$ cat src/rtl/cam_pixel_packer_if.sv
// Bundles the camera byte stream, the write-buffer port and the interrupt/status
// outputs of cam_pixel_packer.
//   master : the packer side (consumes camera bytes, drives the write buffer)
//   slave  : the environment side (camera source, buffer and IRQ logic)
interface cam_pixel_packer_if #(
    parameter int ADDR_W = 11
);
    logic [7:0]        din;
    logic              href;
    logic              vsync;
    logic              test_mode;
    logic              wr_en;
    logic [ADDR_W-1:0] wr_addr;
    logic [15:0]       wr_data;
    logic              line_int;
    logic              line_bank;
    logic              frame_int;
    logic [9:0]        line_count;
    logic              ovf;

    modport master (
        input  din, href, vsync, test_mode,
        output wr_en, wr_addr, wr_data, line_int, line_bank, frame_int, line_count, ovf
    );

    modport slave (
        output din, href, vsync, test_mode,
        input  wr_en, wr_addr, wr_data, line_int, line_bank, frame_int, line_count, ovf
    );
endinterface

$ cat src/rtl/cam_pixel_packer.sv
// cam_pixel_packer: packs pairs of camera bytes into RGB565 words and writes them
// into a two-line ping-pong region of the write buffer. It also raises one-cycle
// line and frame interrupts.
// Optional feature macro: CAM_TEST_PATTERN_EN. When it is defined and test_mode is
// high, wr_data carries {line_count[4:0], word index[10:0]} in place of camera data.
module cam_pixel_packer #(
    parameter int LINE_WORDS = 640,
    parameter int ADDR_W     = 11,
    parameter int HI_FIRST   = 1
) (
    input logic               clk,
    input logic               reset,
    cam_pixel_packer_if.master bus
);

    typedef enum logic [2:0] {
        WAIT_FRAME,
        WAIT_VS_LOW,
        IDLE,
        CAPTURE,
        LINE_END
    } state_t;

    localparam logic [ADDR_W-1:0] LINE_WORDS_A = ADDR_W'(LINE_WORDS);

    state_t            state;
    state_t            state_next;

    logic [7:0]        din_r;
    logic              href_r;
    logic              vsync_r;
    logic              vsync_d;

    logic              phase;
    logic [7:0]        first_byte;
    logic [ADDR_W-1:0] word_idx;
    logic              bank;

    logic              vsync_rise;
    logic              vsync_fall;
    logic              frame_edge;
    logic              take_byte;
    logic              room;
    logic              line_done;
    logic [15:0]       packed_word;
    logic [15:0]       pixel;
    logic [ADDR_W-1:0] base;

    // Register the raw camera inputs once and keep the previous vsync for edge detection.
    always_ff @(posedge clk or posedge reset) begin
        if (reset) begin
            din_r   <= '0;
            href_r  <= 1'b0;
            vsync_r <= 1'b0;
            vsync_d <= 1'b0;
        end else begin
            din_r   <= bus.din;
            href_r  <= bus.href;
            vsync_r <= bus.vsync;
            vsync_d <= vsync_r;
        end
    end

    // Decode edges and per-cycle actions from the registered inputs.
    always_comb begin
        vsync_rise  = vsync_r & ~vsync_d;
        vsync_fall  = ~vsync_r & vsync_d;
        frame_edge  = vsync_rise && (state != WAIT_FRAME);
        take_byte   = href_r && ((state == IDLE) || (state == CAPTURE)) && !frame_edge;
        room        = (word_idx < LINE_WORDS_A);
        line_done   = (state == LINE_END) && !frame_edge;
        packed_word = (HI_FIRST != 0) ? {first_byte, din_r} : {din_r, first_byte};
        base        = bank ? LINE_WORDS_A : '0;
`ifdef CAM_TEST_PATTERN_EN
        pixel       = bus.test_mode ? {bus.line_count[4:0], 11'(word_idx)} : packed_word;
`else
        pixel       = packed_word;
`endif
    end

`ifndef CAM_TEST_PATTERN_EN
    logic test_mode_unused;
    assign test_mode_unused = bus.test_mode;
`endif

    // Capture state register.
    always_ff @(posedge clk or posedge reset) begin
        if (reset) begin
            state <= WAIT_FRAME;
        end else begin
            state <= state_next;
        end
    end

    // Next-state logic; a vsync rise overrides everything, including a line end.
    always_comb begin
        state_next = state;
        if (vsync_rise) begin
            state_next = WAIT_VS_LOW;
        end else begin
            case (state)
                WAIT_FRAME:  state_next = WAIT_FRAME;
                WAIT_VS_LOW: if (vsync_fall) state_next = IDLE;
                IDLE:        if (href_r) state_next = CAPTURE;
                CAPTURE:     if (!href_r) state_next = LINE_END;
                LINE_END:    state_next = IDLE;
                default:     state_next = WAIT_FRAME;
            endcase
        end
    end

    // Byte packing, write generation, line/frame bookkeeping and interrupts.
    always_ff @(posedge clk or posedge reset) begin
        if (reset) begin
            phase          <= 1'b0;
            first_byte     <= '0;
            word_idx       <= '0;
            bank           <= 1'b0;
            bus.wr_en      <= 1'b0;
            bus.wr_addr    <= '0;
            bus.wr_data    <= '0;
            bus.line_int   <= 1'b0;
            bus.line_bank  <= 1'b0;
            bus.frame_int  <= 1'b0;
            bus.line_count <= '0;
            bus.ovf        <= 1'b0;
        end else begin
            bus.wr_en     <= 1'b0;
            bus.line_int  <= 1'b0;
            bus.frame_int <= 1'b0;
            if (frame_edge) begin
                bus.frame_int  <= 1'b1;
                bus.line_count <= '0;
                bus.ovf        <= 1'b0;
                phase          <= 1'b0;
                word_idx       <= '0;
                bank           <= 1'b0;
            end else begin
                if (take_byte) begin
                    phase <= ~phase;
                    if (!phase) begin
                        first_byte <= din_r;
                    end else if (room) begin
                        bus.wr_en   <= 1'b1;
                        bus.wr_addr <= base + word_idx;
                        bus.wr_data <= pixel;
                        word_idx    <= word_idx + 1'b1;
                    end else begin
                        bus.ovf <= 1'b1;
                    end
                end
                if (line_done) begin
                    bus.line_int  <= 1'b1;
                    bus.line_bank <= bank;
                    if (bus.line_count != 10'd1023) begin
                        bus.line_count <= bus.line_count + 10'd1;
                    end
                    bank     <= ~bank;
                    word_idx <= '0;
                    phase    <= 1'b0;
                end
            end
        end
    end

endmodule

$ cat src/flat_wrapper.sv
// flat-port wrapper written by rule: the top's interface ports become plain ports
module cam_pixel_packer_flat 
#(
    parameter int LINE_WORDS = 640,
    parameter int ADDR_W     = 11,
    parameter int HI_FIRST   = 1
)
  (clk, reset, bus_din, bus_href, bus_vsync, bus_test_mode, bus_wr_en, bus_wr_addr, bus_wr_data, bus_line_int, bus_line_bank, bus_frame_int, bus_line_count, bus_ovf);
  cam_pixel_packer_if #(.ADDR_W(ADDR_W)) bus_i ();
  input logic clk;
  input logic reset;
  input wire logic [$bits(bus_i.din)-1:0] bus_din;
  input wire logic [$bits(bus_i.href)-1:0] bus_href;
  input wire logic [$bits(bus_i.vsync)-1:0] bus_vsync;
  input wire logic [$bits(bus_i.test_mode)-1:0] bus_test_mode;
  output wire logic [$bits(bus_i.wr_en)-1:0] bus_wr_en;
  output wire logic [$bits(bus_i.wr_addr)-1:0] bus_wr_addr;
  output wire logic [$bits(bus_i.wr_data)-1:0] bus_wr_data;
  output wire logic [$bits(bus_i.line_int)-1:0] bus_line_int;
  output wire logic [$bits(bus_i.line_bank)-1:0] bus_line_bank;
  output wire logic [$bits(bus_i.frame_int)-1:0] bus_frame_int;
  output wire logic [$bits(bus_i.line_count)-1:0] bus_line_count;
  output wire logic [$bits(bus_i.ovf)-1:0] bus_ovf;
  assign bus_i.din = bus_din;
  assign bus_i.href = bus_href;
  assign bus_i.vsync = bus_vsync;
  assign bus_i.test_mode = bus_test_mode;
  assign bus_wr_en = bus_i.wr_en;
  assign bus_wr_addr = bus_i.wr_addr;
  assign bus_wr_data = bus_i.wr_data;
  assign bus_line_int = bus_i.line_int;
  assign bus_line_bank = bus_i.line_bank;
  assign bus_frame_int = bus_i.frame_int;
  assign bus_line_count = bus_i.line_count;
  assign bus_ovf = bus_i.ovf;
  cam_pixel_packer #(.LINE_WORDS(LINE_WORDS), .ADDR_W(ADDR_W), .HI_FIRST(HI_FIRST)) u_core (.clk(clk), .reset(reset), .bus(bus_i));
endmodule
$ cat config.mk
export PLATFORM = sky130hd
export DESIGN_NAME = cam_pixel_packer_flat
export DESIGN_NICKNAME = d
export VERILOG_FILES = /design/src/rtl/cam_pixel_packer_if.sv /design/src/rtl/cam_pixel_packer.sv /design/src/flat_wrapper.sv
export SDC_FILE = /design/constraint.sdc
export NUM_CORES = 1
export LEC_CHECK = 0
export CAP_MARGIN = 20
export CORE_ASPECT_RATIO = 0.75
export CORE_MARGIN = 4
export CORE_UTILIZATION = 52
export CTS_BUF_LIST = sky130_fd_sc_hd__clkbuf_16
export DETAILED_ROUTE_END_ITERATION = 10
export PLACE_DENSITY = 0.78
export SETUP_SLACK_MARGIN = 0.05
export SKIP_CTS_REPAIR_TIMING = 1
export SLEW_MARGIN = 0
export SYNTH_ARGS = -nofsm -noshare
export SYNTH_HDL_FRONTEND = slang
export SYNTH_SLANG_ARGS = --single-unit
$ cat constraint.sdc
create_clock -name clk -period 3.1 [get_ports clk]
set_clock_uncertainty 0.15 [all_clocks]
set_input_delay 0.775 -clock clk [delete_from_list [all_inputs] [get_ports clk]]
set_output_delay 0.775 -clock clk [all_outputs]
set_load 0.05 [all_outputs]
==> out/summary.txt, run 1 <==
status: complete, no violations
Ports: 55
vias: 2152
CP endpoint kind: output port
LEAKAGE: 0.00185 uW
Post-Syn Instances: 250
crit-path cells: clkdlybuf4s50_1
GRT Resource Usage Total: 0.170
worst skew pair latency: 0.33 ns
PD cells: 846 nW/um2
R2R cell count: 5
Setup CP Type: reg -> out
Fmax: 392 MHz
syn nets: 268
CTS root buffer: clkbuf_16
Total Wirelength: 5870 um
YS warnings: 0
CP max FO: 6
router iterations before antenna repair: 4
CORE AREA: 5920 um2
Via density: 5.48
antenna cells: 0
worst-margin pin slew: 0.746 ns
final setup vio count: 0
share of cells above drive strength 1: 0.124
CTS HTree Levels: 3
slowest cell on the critical path: clkdlybuf4s50_1
first-pass GRT wire length: 10200 um
Largest delay share family, worst path: buffers and inverters
Cell Area, Synth: 3230 um2
Setup TNS: 0 ns
antenna viol nets, final: 0
RSZ-0062 raised after global routing: no
area grow syn2layout: 27.5%
Crit path arrival time: 1.63 ns
dominant cell type by area after synthesis: dfrtp_1
TritonCTS clock tree: built
wire per inst: 14.9 um
# rows: 24
Netlist cell types: 49
CTS buffer count: 9
Tmin final: 2.55 ns
Die ar.: 7560 um2
worst path bufs/invs: 1
critical path's largest stage delay: 0.85 ns
largest net degree at the start of global routing: 78
Seq/Total Area, Yosys: 0.596
drc violations: 0
Max Cap Violations: 0
Slew HR: 0.499
Pwr Total: 3490 uW
Hold Violations, Final: 0
initial antenna violation count: 0
Hold Crit Class: reg -> reg
post-synthesis register bit count: 77
Die H: 76.3 um
Crit path depth: 1
area share of the leading cell type in the synthesized netlist: 0.596
total grt overflow: 0
Final GP Congestion: 0.798
max-slew violations: 0
prevailing post-synth register cell: dfrtp_1
VDD IR-drop max: 407 uV
CTS sink count: 77
Layout fillers: 436
Avg Inst Size Synth: 12.9 um2
Die W: 99.1 um
Async S/R FF share, synth: 1.00
Post-synth EDFFs: 0
worst hold stages: 0
Critical Path RT: 2.17 ns
Clock Path Buffers: 2
Buffers on Ports: 53
DRT iter0 DRCs: 104
number of global-route vias before repair: 2171
period utilization: 0.823
Synth area leaders: dfrtp_1 60%, mux2_1 8.4%, mux2_2 3.8%
CTS clk-pin slew, worst paths: 0.06 ns
fin nets: 328
hpwl dp: 4030 um
Final Util: 0.697
Setup crit start kind: flip-flop
Starting Density: 0.547
[synthesized netlist by cell type (2+ instances only)]
cell / n
dfrtp_1: 77
mux2_1: 24
nand2_1: 13
inv_1: 11
mux2_2: 11
nor2_1: 10
o21ai_0: 10
a21oi_1: 8
nand3_1: 7
o31ai_1: 7
o311ai_1: 6
ha_1: 5
nand4_1: 5
nand2b_1: 4
xnor2_1: 4
buf_6: 3
mux2i_1: 3
nor2b_1: 3
or3_1: 3
and4_1: 2
nor3_1: 2
nor4_1: 2
o21a_1: 2
o41ai_1: 2
xor2_1: 2
[cells by family after synthesis]
logic type / after synthesis / synth area share
XOR/XNOR: 6 / 0.0162
flip-flops: 77 / 0.596
buffers and inverters: 18 / 0.0294
adder cells (fa/ha/maj): 5 / 0.0193
AO/OA/AOI/OAI: 43 / 0.0886
AND/OR/NAND/NOR: 63 / 0.120
multiplexers: 38 / 0.131
[through the flow]
step | setup slack [ns] | instance area (um2) | std cells | hold WS (ns)
floorplan | 0.208 | 3230 | 250 | 0.247
global placement | 0.843 | 3840 | 377 | 0.269
detailed placement | 0.794 | 3840 | 377 | 0.275
CTS | 0.531 | 4120 | 393 | 0.288
global route | 0.490 | 4120 | 393 | 0.298
finish | 0.549 | 4120 | 393 | 0.285
[layout make-up]
type / count / area (um2) / share of cell area
clock buffers: 9 / 225 / 0.0546
clock inverters: 7 / 57.6 / 0.0140
inverters: 12 / 45.0 / 0.0109
multi-input cells: 155 / 1210 / 0.294
flip-flops and latches: 77 / 1930 / 0.467
well taps: 78 / 97.6 / 0.0237
repair buffers: 55 / 558 / 0.135
[where the power goes]
group          internal (uW)  switching (uW)
combinational            428             704
sequential              1230             156
clock                    554             418
[layer usage]
metal | track usage | routed length, um
met1 | 0.216 | 2580
met2 | 0.278 | 2960
met3 | 0.0467 | 248
met4 | 0.0614 | 78
met5 | 0 | 0
[layout by cell type, fill, tap and decap left out, types with 8 or more instances in the layout]
cell type	instances
mux2_1	24
a21oi_1	8
o21ai_0	10
mux2_2	11
dfrtp_1	77
clkdlybuf4s50_1	53
nand2_1	13
inv_1	10
clkbuf_16	9
nor2_1	10
[state kept, by name, indices dropped and copies added (netlist names)]
register,cells
u_core.bus.wr_data,16
u_core.bus.wr_addr,11
u_core.word_idx,11
u_core.bus.line_count,10
u_core.din_r,8
u_core.first_byte,8
u_core.state,3
u_core.bank,1
u_core.bus.frame_int,1
u_core.bus.line_bank,1
u_core.bus.line_int,1
u_core.bus.ovf,1
u_core.bus.wr_en,1
u_core.href_r,1
u_core.phase,1
u_core.vsync_d,1
u_core.vsync_r,1
[worst paths after layout]
path                       slack (ns)               endpoint                      from
min in group asynchronous        0.69        u_core.din_r[4]                     reset
max reg2reg                      0.78  u_core.bus.wr_data[7]           u_core.state[1]
min                              0.29         u_core.vsync_d            u_core.vsync_r
min reg2reg                      0.29         u_core.vsync_d            u_core.vsync_r
max                              0.55      bus_line_count[0]  u_core.bus.line_count[0]
max in group asynchronous        1.78  u_core.bus.wr_data[5]                     reset
Power figures use the tool's default switching activity.
==> inputs of run 2 (changes only) <==
CORE_UTILIZATION = 47   (was 52)
PLACE_DENSITY = 0.75   (was 0.78)
clock period = 2.1 ns   (was 3.1 ns; I/O delays follow)
==> run 2 against run 1 <==
- non-clock buffer count up 8
- power increased by 56%
- final area increased by 0.97%
- highest routed layer unchanged
- clock power up 77%
- critical endpoint is now u_core.word_idx[8]
- first-iteration DRC count decreased by 57%
- critical path type is now reg -> reg
==> out/summary.txt, run 2 (synthesis results as in run 1) <==
worst-margin pin slew: 0.466 ns (-0.280 ns)
Top reg by flops: u_core.bus.wr_data
wire per inst: 14.7 um (-1.5%)
Tmin final: 1.98 ns
Starting Density: 0.500 (-0.0472)
LEAKAGE: 0.00200 uW (+7.7%)
Die H: 79.8 um (+4.6%)
fin nets: 336 (+2.4%)
router iterations before antenna repair: 4 (unchanged)
GRT Resource Usage Total: 0.155 (-0.0143)
worst skew pair latency: 0.33 ns (about the same)
Die ar.: 8290 um2 (+9.6%)
# rows: 25 (+4.2%)
largest net degree at the start of global routing: 78 (unchanged)
Setup crit start kind: flip-flop
drc violations: 0 (unchanged)
TritonCTS clock tree: built
share of cells above drive strength 1: 0.282 (+0.158)
Setup TNS: 0 ns (unchanged)
antenna cells: 0 (unchanged)
Pwr Total: 5430 uW (+56%)
final setup vio count: 0 (unchanged)
most common library cell in the layout ignoring fill and taps: dfrtp_1
CTS sink count: 77 (unchanged)
worst path bufs/invs: 0 (-1)
DRT iter0 DRCs: 45 (-57%)
first-pass GRT wire length: 10100 um (-1.1%)
number of global-route vias before repair: 2136 (-1.6%)
Buffers on Ports: 53 (unchanged)
CTS clk-pin slew, worst paths: 0.06 ns (about the same)
Fmax: 505 MHz
CP endpoint kind: flip-flop
CP max FO: 7 (+1)
status: complete, no violations
CTS HTree Levels: 3 (unchanged)
Ports: 55 (unchanged)
Largest delay share family, worst path: simple AND/OR/NAND/NOR gates
crit-path cells: o21a_1 -> or4_4 -> or3_1 -> a21oi_1
number of flip-flops under the largest register name: 16 (unchanged)
CTS root buffer: clkbuf_16
Max Cap Violations: 0 (unchanged)
RSZ-0062 raised after global routing: no
vias: 2117 (-1.6%)
slowest cell on the critical path: or4_4
hpwl dp: 4160 um (+3.3%)
commonest non-fill, non-tap cells in the layout: 74 x dfrtp_1, 50 x buf_4, 24 x mux2_1
Setup CP Type: reg -> reg
Slew HR: 0.688 (+0.189)
Clock Path Buffers: 2 (unchanged)
period utilization: 0.943
Hold Crit Class: reg -> reg
antenna viol nets, final: 0 (unchanged)
Total Wirelength: 5940 um (+1.2%)
CORE AREA: 6470 um2 (+9.5%)
max-slew violations: 0 (unchanged)
Die W: 104 um (+4.8%)
Crit path arrival time: 2.08 ns (+0.45 ns)
Final GP Congestion: 0.805 (+0.92%)
Hold Violations, Final: 0 (unchanged)
Largest regs: u_core.bus.wr_data x16, u_core.bus.wr_addr x11, u_core.word_idx x11
Critical Path RT: 2.20 ns (+0.03 ns)
CTS buffer count: 9 (unchanged)
area grow syn2layout: 28.7%
initial antenna violation count: 0 (unchanged)
total grt overflow: 0 (unchanged)
PD cells: 1310 nW/um2 (+54%)
VDD IR-drop max: 645 uV (+59%)
critical path's largest stage delay: 0.55 ns (-0.30 ns)
Via density: 5.24 (-4.3%)
[run 2: cell count changes in the layout (fill, tap and decap cells not counted), moves of 2 or more]
cell / delta
dfrtp_2: +3
dfrtp_1: -3
buf_4: +49
clkdlybuf4s50_1: -42
inv_6: -2
bufinv_16: +3
[run 2: final timing paths]
| kind | start | end | slack, ns | depth (start not counted) |
|---|---|---|---|---|
| hold reg to reg | u_core.vsync_r | u_core.vsync_d | 0.30 | 0 |
| setup / recovery | u_core.word_idx[8] | u_core.word_idx[8] | 0.12 | 4 |
| hold / removal | u_core.vsync_r | u_core.vsync_d | 0.30 | 0 |
| max in group asynchronous | reset | u_core.bus.wr_data[6] | 0.96 | 3 |
| min in group asynchronous | reset | u_core.din_r[0] | 0.49 | 3 |
| setup reg to reg | u_core.word_idx[8] | u_core.word_idx[8] | 0.12 | 4 |
[run 2: metal layers]
metal  routed length, um  vias to the layer above  part of all wire  global-route usage
met5                   0                        -                 0                   0
met4                  63                        0             0.011              0.0491
met3                 264                        6             0.044              0.0574
met2                2800                       43              0.47               0.249
met1                2810                     1021              0.47               0.198
li1                    -                     1047                 -                   -
[run 2: final cells by class]
class | instances | area (um2)
inverters | 12 | 48.8
flip-flops and latches | 77 | 1930
repair buffers | 63 | 526
fillers | 499 | 2310
multi-input cells | 155 | 1220
clock buffers | 9 | 225
well taps | 81 | 101
clock inverters | 7 | 114
[run 2: stage by stage]
step / utilization / instances / setup WS [ns] / area (um2) / hold slack, ns
after detailed placement: 0.588 / 386 / 0.163 / 3810 / 0.284
final: 0.643 / 404 / 0.120 / 4160 / 0.298
after global routing: 0.643 / 404 / 0.0524 / 4160 / 0.314
after floorplan: - / 250 / 0.185 / 3250 / 0.247
after global placement: 0.588 / 386 / 0.181 / 3810 / 0.269
after CTS: 0.640 / 402 / 0.151 / 4150 / 0.297
[run 2: report_power, final]
group | switching [uW] | leakage, uW | internal, uW
combinational | 1070 | 0.000833 | 597
clock | 568 | 0.000165 | 1160
sequential | 231 | 0.00100 | 1820
total | 1860 | 0.00200 | 3570
==> inputs of run 3 (changes only) <==
CORE_MARGIN = 2   (was 4)
==> run 3 against run 2 <==
- wire length is 6.3% higher
- sequential share of layout area hardly changed
- utilization shrank 2.4 points
- global-route usage grew 3.0 points
- setup slack worse by 0.012 ns
- hold slack improved by 0.0053 ns
- register-to-register slack about the same
- combinational power about the same
- critical path type unchanged
- critical endpoint is now u_core.word_idx[6]
- largest cell class unchanged
- largest power group unchanged
==> out/summary.txt, run 3 (synthesis results as in run 1) <==
Total Wirelength: 6320 um (+6.3%)
Max Cap Violations: 0 (unchanged)
Buffers on Ports: 53 (unchanged)
number of global-route vias before repair: 2142 (+0.28%)
worst skew pair latency: 0.34 ns (about the same)
CTS sink count: 77 (unchanged)
Die H: 75.8 um (-5.0%)
Setup TNS: 0 ns (unchanged)
commonest non-fill, non-tap cells in the layout: 73 x dfrtp_1, 50 x buf_4, 24 x mux2_1
Tmin final: 1.99 ns (+0.0123 ns)
TritonCTS clock tree: built
most common library cell in the layout ignoring fill and taps: dfrtp_1
final setup vio count: 0 (unchanged)
Setup crit start kind: flip-flop
PD cells: 1240 nW/um2 (-4.9%)
area grow syn2layout: 28.9%
Crit path arrival time: 2.09 ns (about the same)
max-slew violations: 0 (unchanged)
initial antenna violation count: 0 (unchanged)
CTS buffer count: 9 (unchanged)
status: complete, no violations
Critical Path RT: 2.20 ns (about the same)
Die W: 99.8 um (-3.9%)
hpwl dp: 4590 um (+10%)
Die ar.: 7570 um2 (-8.7%)
Largest regs: u_core.bus.wr_data x16, u_core.bus.wr_addr x11, u_core.word_idx x11
RSZ-0062 raised after global routing: no
total grt overflow: 0 (unchanged)
CTS HTree Levels: 3 (unchanged)
Final GP Congestion: 0.850 (+5.6%)
Ports: 55 (unchanged)
GRT Resource Usage Total: 0.185 (+0.0296)
VDD IR-drop max: 737 uV (+14%)
Fmax: 502 MHz (-0.61%)
router iterations before antenna repair: 5 (+1)
Starting Density: 0.480 (-0.0192)
DRT iter0 DRCs: 95 (+110%)
Slew HR: 0.663 (-0.0248)
wire per inst: 15.4 um (+4.8%)
vias: 2231 (+5.4%)
fin nets: 339 (+0.89%)
Final Util: 0.619 (-0.0238)
antenna cells: 0 (unchanged)
Hold Crit Class: reg -> reg
Hold Violations, Final: 0 (unchanged)
first-pass GRT wire length: 10600 um (+4.6%)
share of cells above drive strength 1: 0.298 (+0.0158)
CP endpoint kind: flip-flop
CTS root buffer: clkbuf_16
CP max FO: 6 (-1)
largest net degree at the start of global routing: 29 (-63%)
Via density: 5.44 (+3.8%)
LEAKAGE: 0.00199 uW (-0.32%)
CORE AREA: 6730 um2 (+4.0%)
number of flip-flops under the largest register name: 16 (unchanged)
period utilization: 0.949 (+0.00583)
antenna viol nets, final: 0 (unchanged)
Setup CP Type: reg -> reg
worst-margin pin slew: 0.503 ns (+0.0370 ns)
drc violations: 0 (unchanged)
Top reg by flops: u_core.bus.wr_data
Clock Path Buffers: 2 (unchanged)
# rows: 26 (+4.0%)
CTS clk-pin slew, worst paths: 0.06 ns (about the same)
run 3: report_power, final:
| group | switching, uW | leakage [uW] | internal [uW] |
|---|---|---|---|
| Clock | 630 | 0.000133 | 813 |
| Sequential | 240 | 0.000998 | 1810 |
| Combinational | 1060 | 0.000860 | 615 |
run 3: cell type report:
| type | instances | area (um2) |
|---|---|---|
| Timing Repair Buffer | 66 | 586 |
| Inverter | 12 | 48.8 |
| Clock inverter | 7 | 55.1 |
| Clock buffer | 9 | 225 |
| Fill cell | 546 | 2560 |
| Multi-Input combinational cell | 155 | 1220 |
| Tap cell | 84 | 105 |
| Sequential cell | 77 | 1930 |
run 3: per-stage QoR:
step	setup slack, ns	instance area [um2]	std cells	hold slack (ns)	total power, uW
global route	0.0599	4170	410	0.332	5440
global placement	0.177	3890	394	0.263	3730
CTS	0.0821	4170	410	0.303	5230
floorplan	0.185	3250	250	0.247	3230
detailed placement	0.117	3890	394	0.289	3770
finish	0.108	4170	410	0.304	5180
run 3: final timing paths:
kind | from | end | slack [ns] | cells after the start
setup / recovery | u_core.word_idx[7] | u_core.word_idx[6] | 0.11 | 4
hold / removal | u_core.vsync_r | u_core.vsync_d | 0.30 | 0
setup reg to reg | u_core.word_idx[7] | u_core.word_idx[6] | 0.11 | 4
hold reg to reg | u_core.vsync_r | u_core.vsync_d | 0.30 | 0
max in group asynchronous | reset | u_core.word_idx[7] | 1.06 | 3
min in group asynchronous | reset | u_core.vsync_r | 0.33 | 2
run 3: worst max-delay path, cell delays in order, from the launching register on:
cell     delay, ns
dfrtp_2       0.44
o21a_1        0.24
or4_4         0.56
or3_1         0.36
a21oi_1       0.16
run 3: routing by layer:
| metal | wire length, um | vias to the layer above | GRT usage |
|---|---|---|---|
| li1 | - | 1049 | - |
| met1 | 2790 | 1099 | 0.233 |
| met2 | 3040 | 72 | 0.302 |
| met3 | 398 | 11 | 0.0615 |
| met4 | 92 | 0 | 0.0731 |
| met5 | 0 | - | 0 |
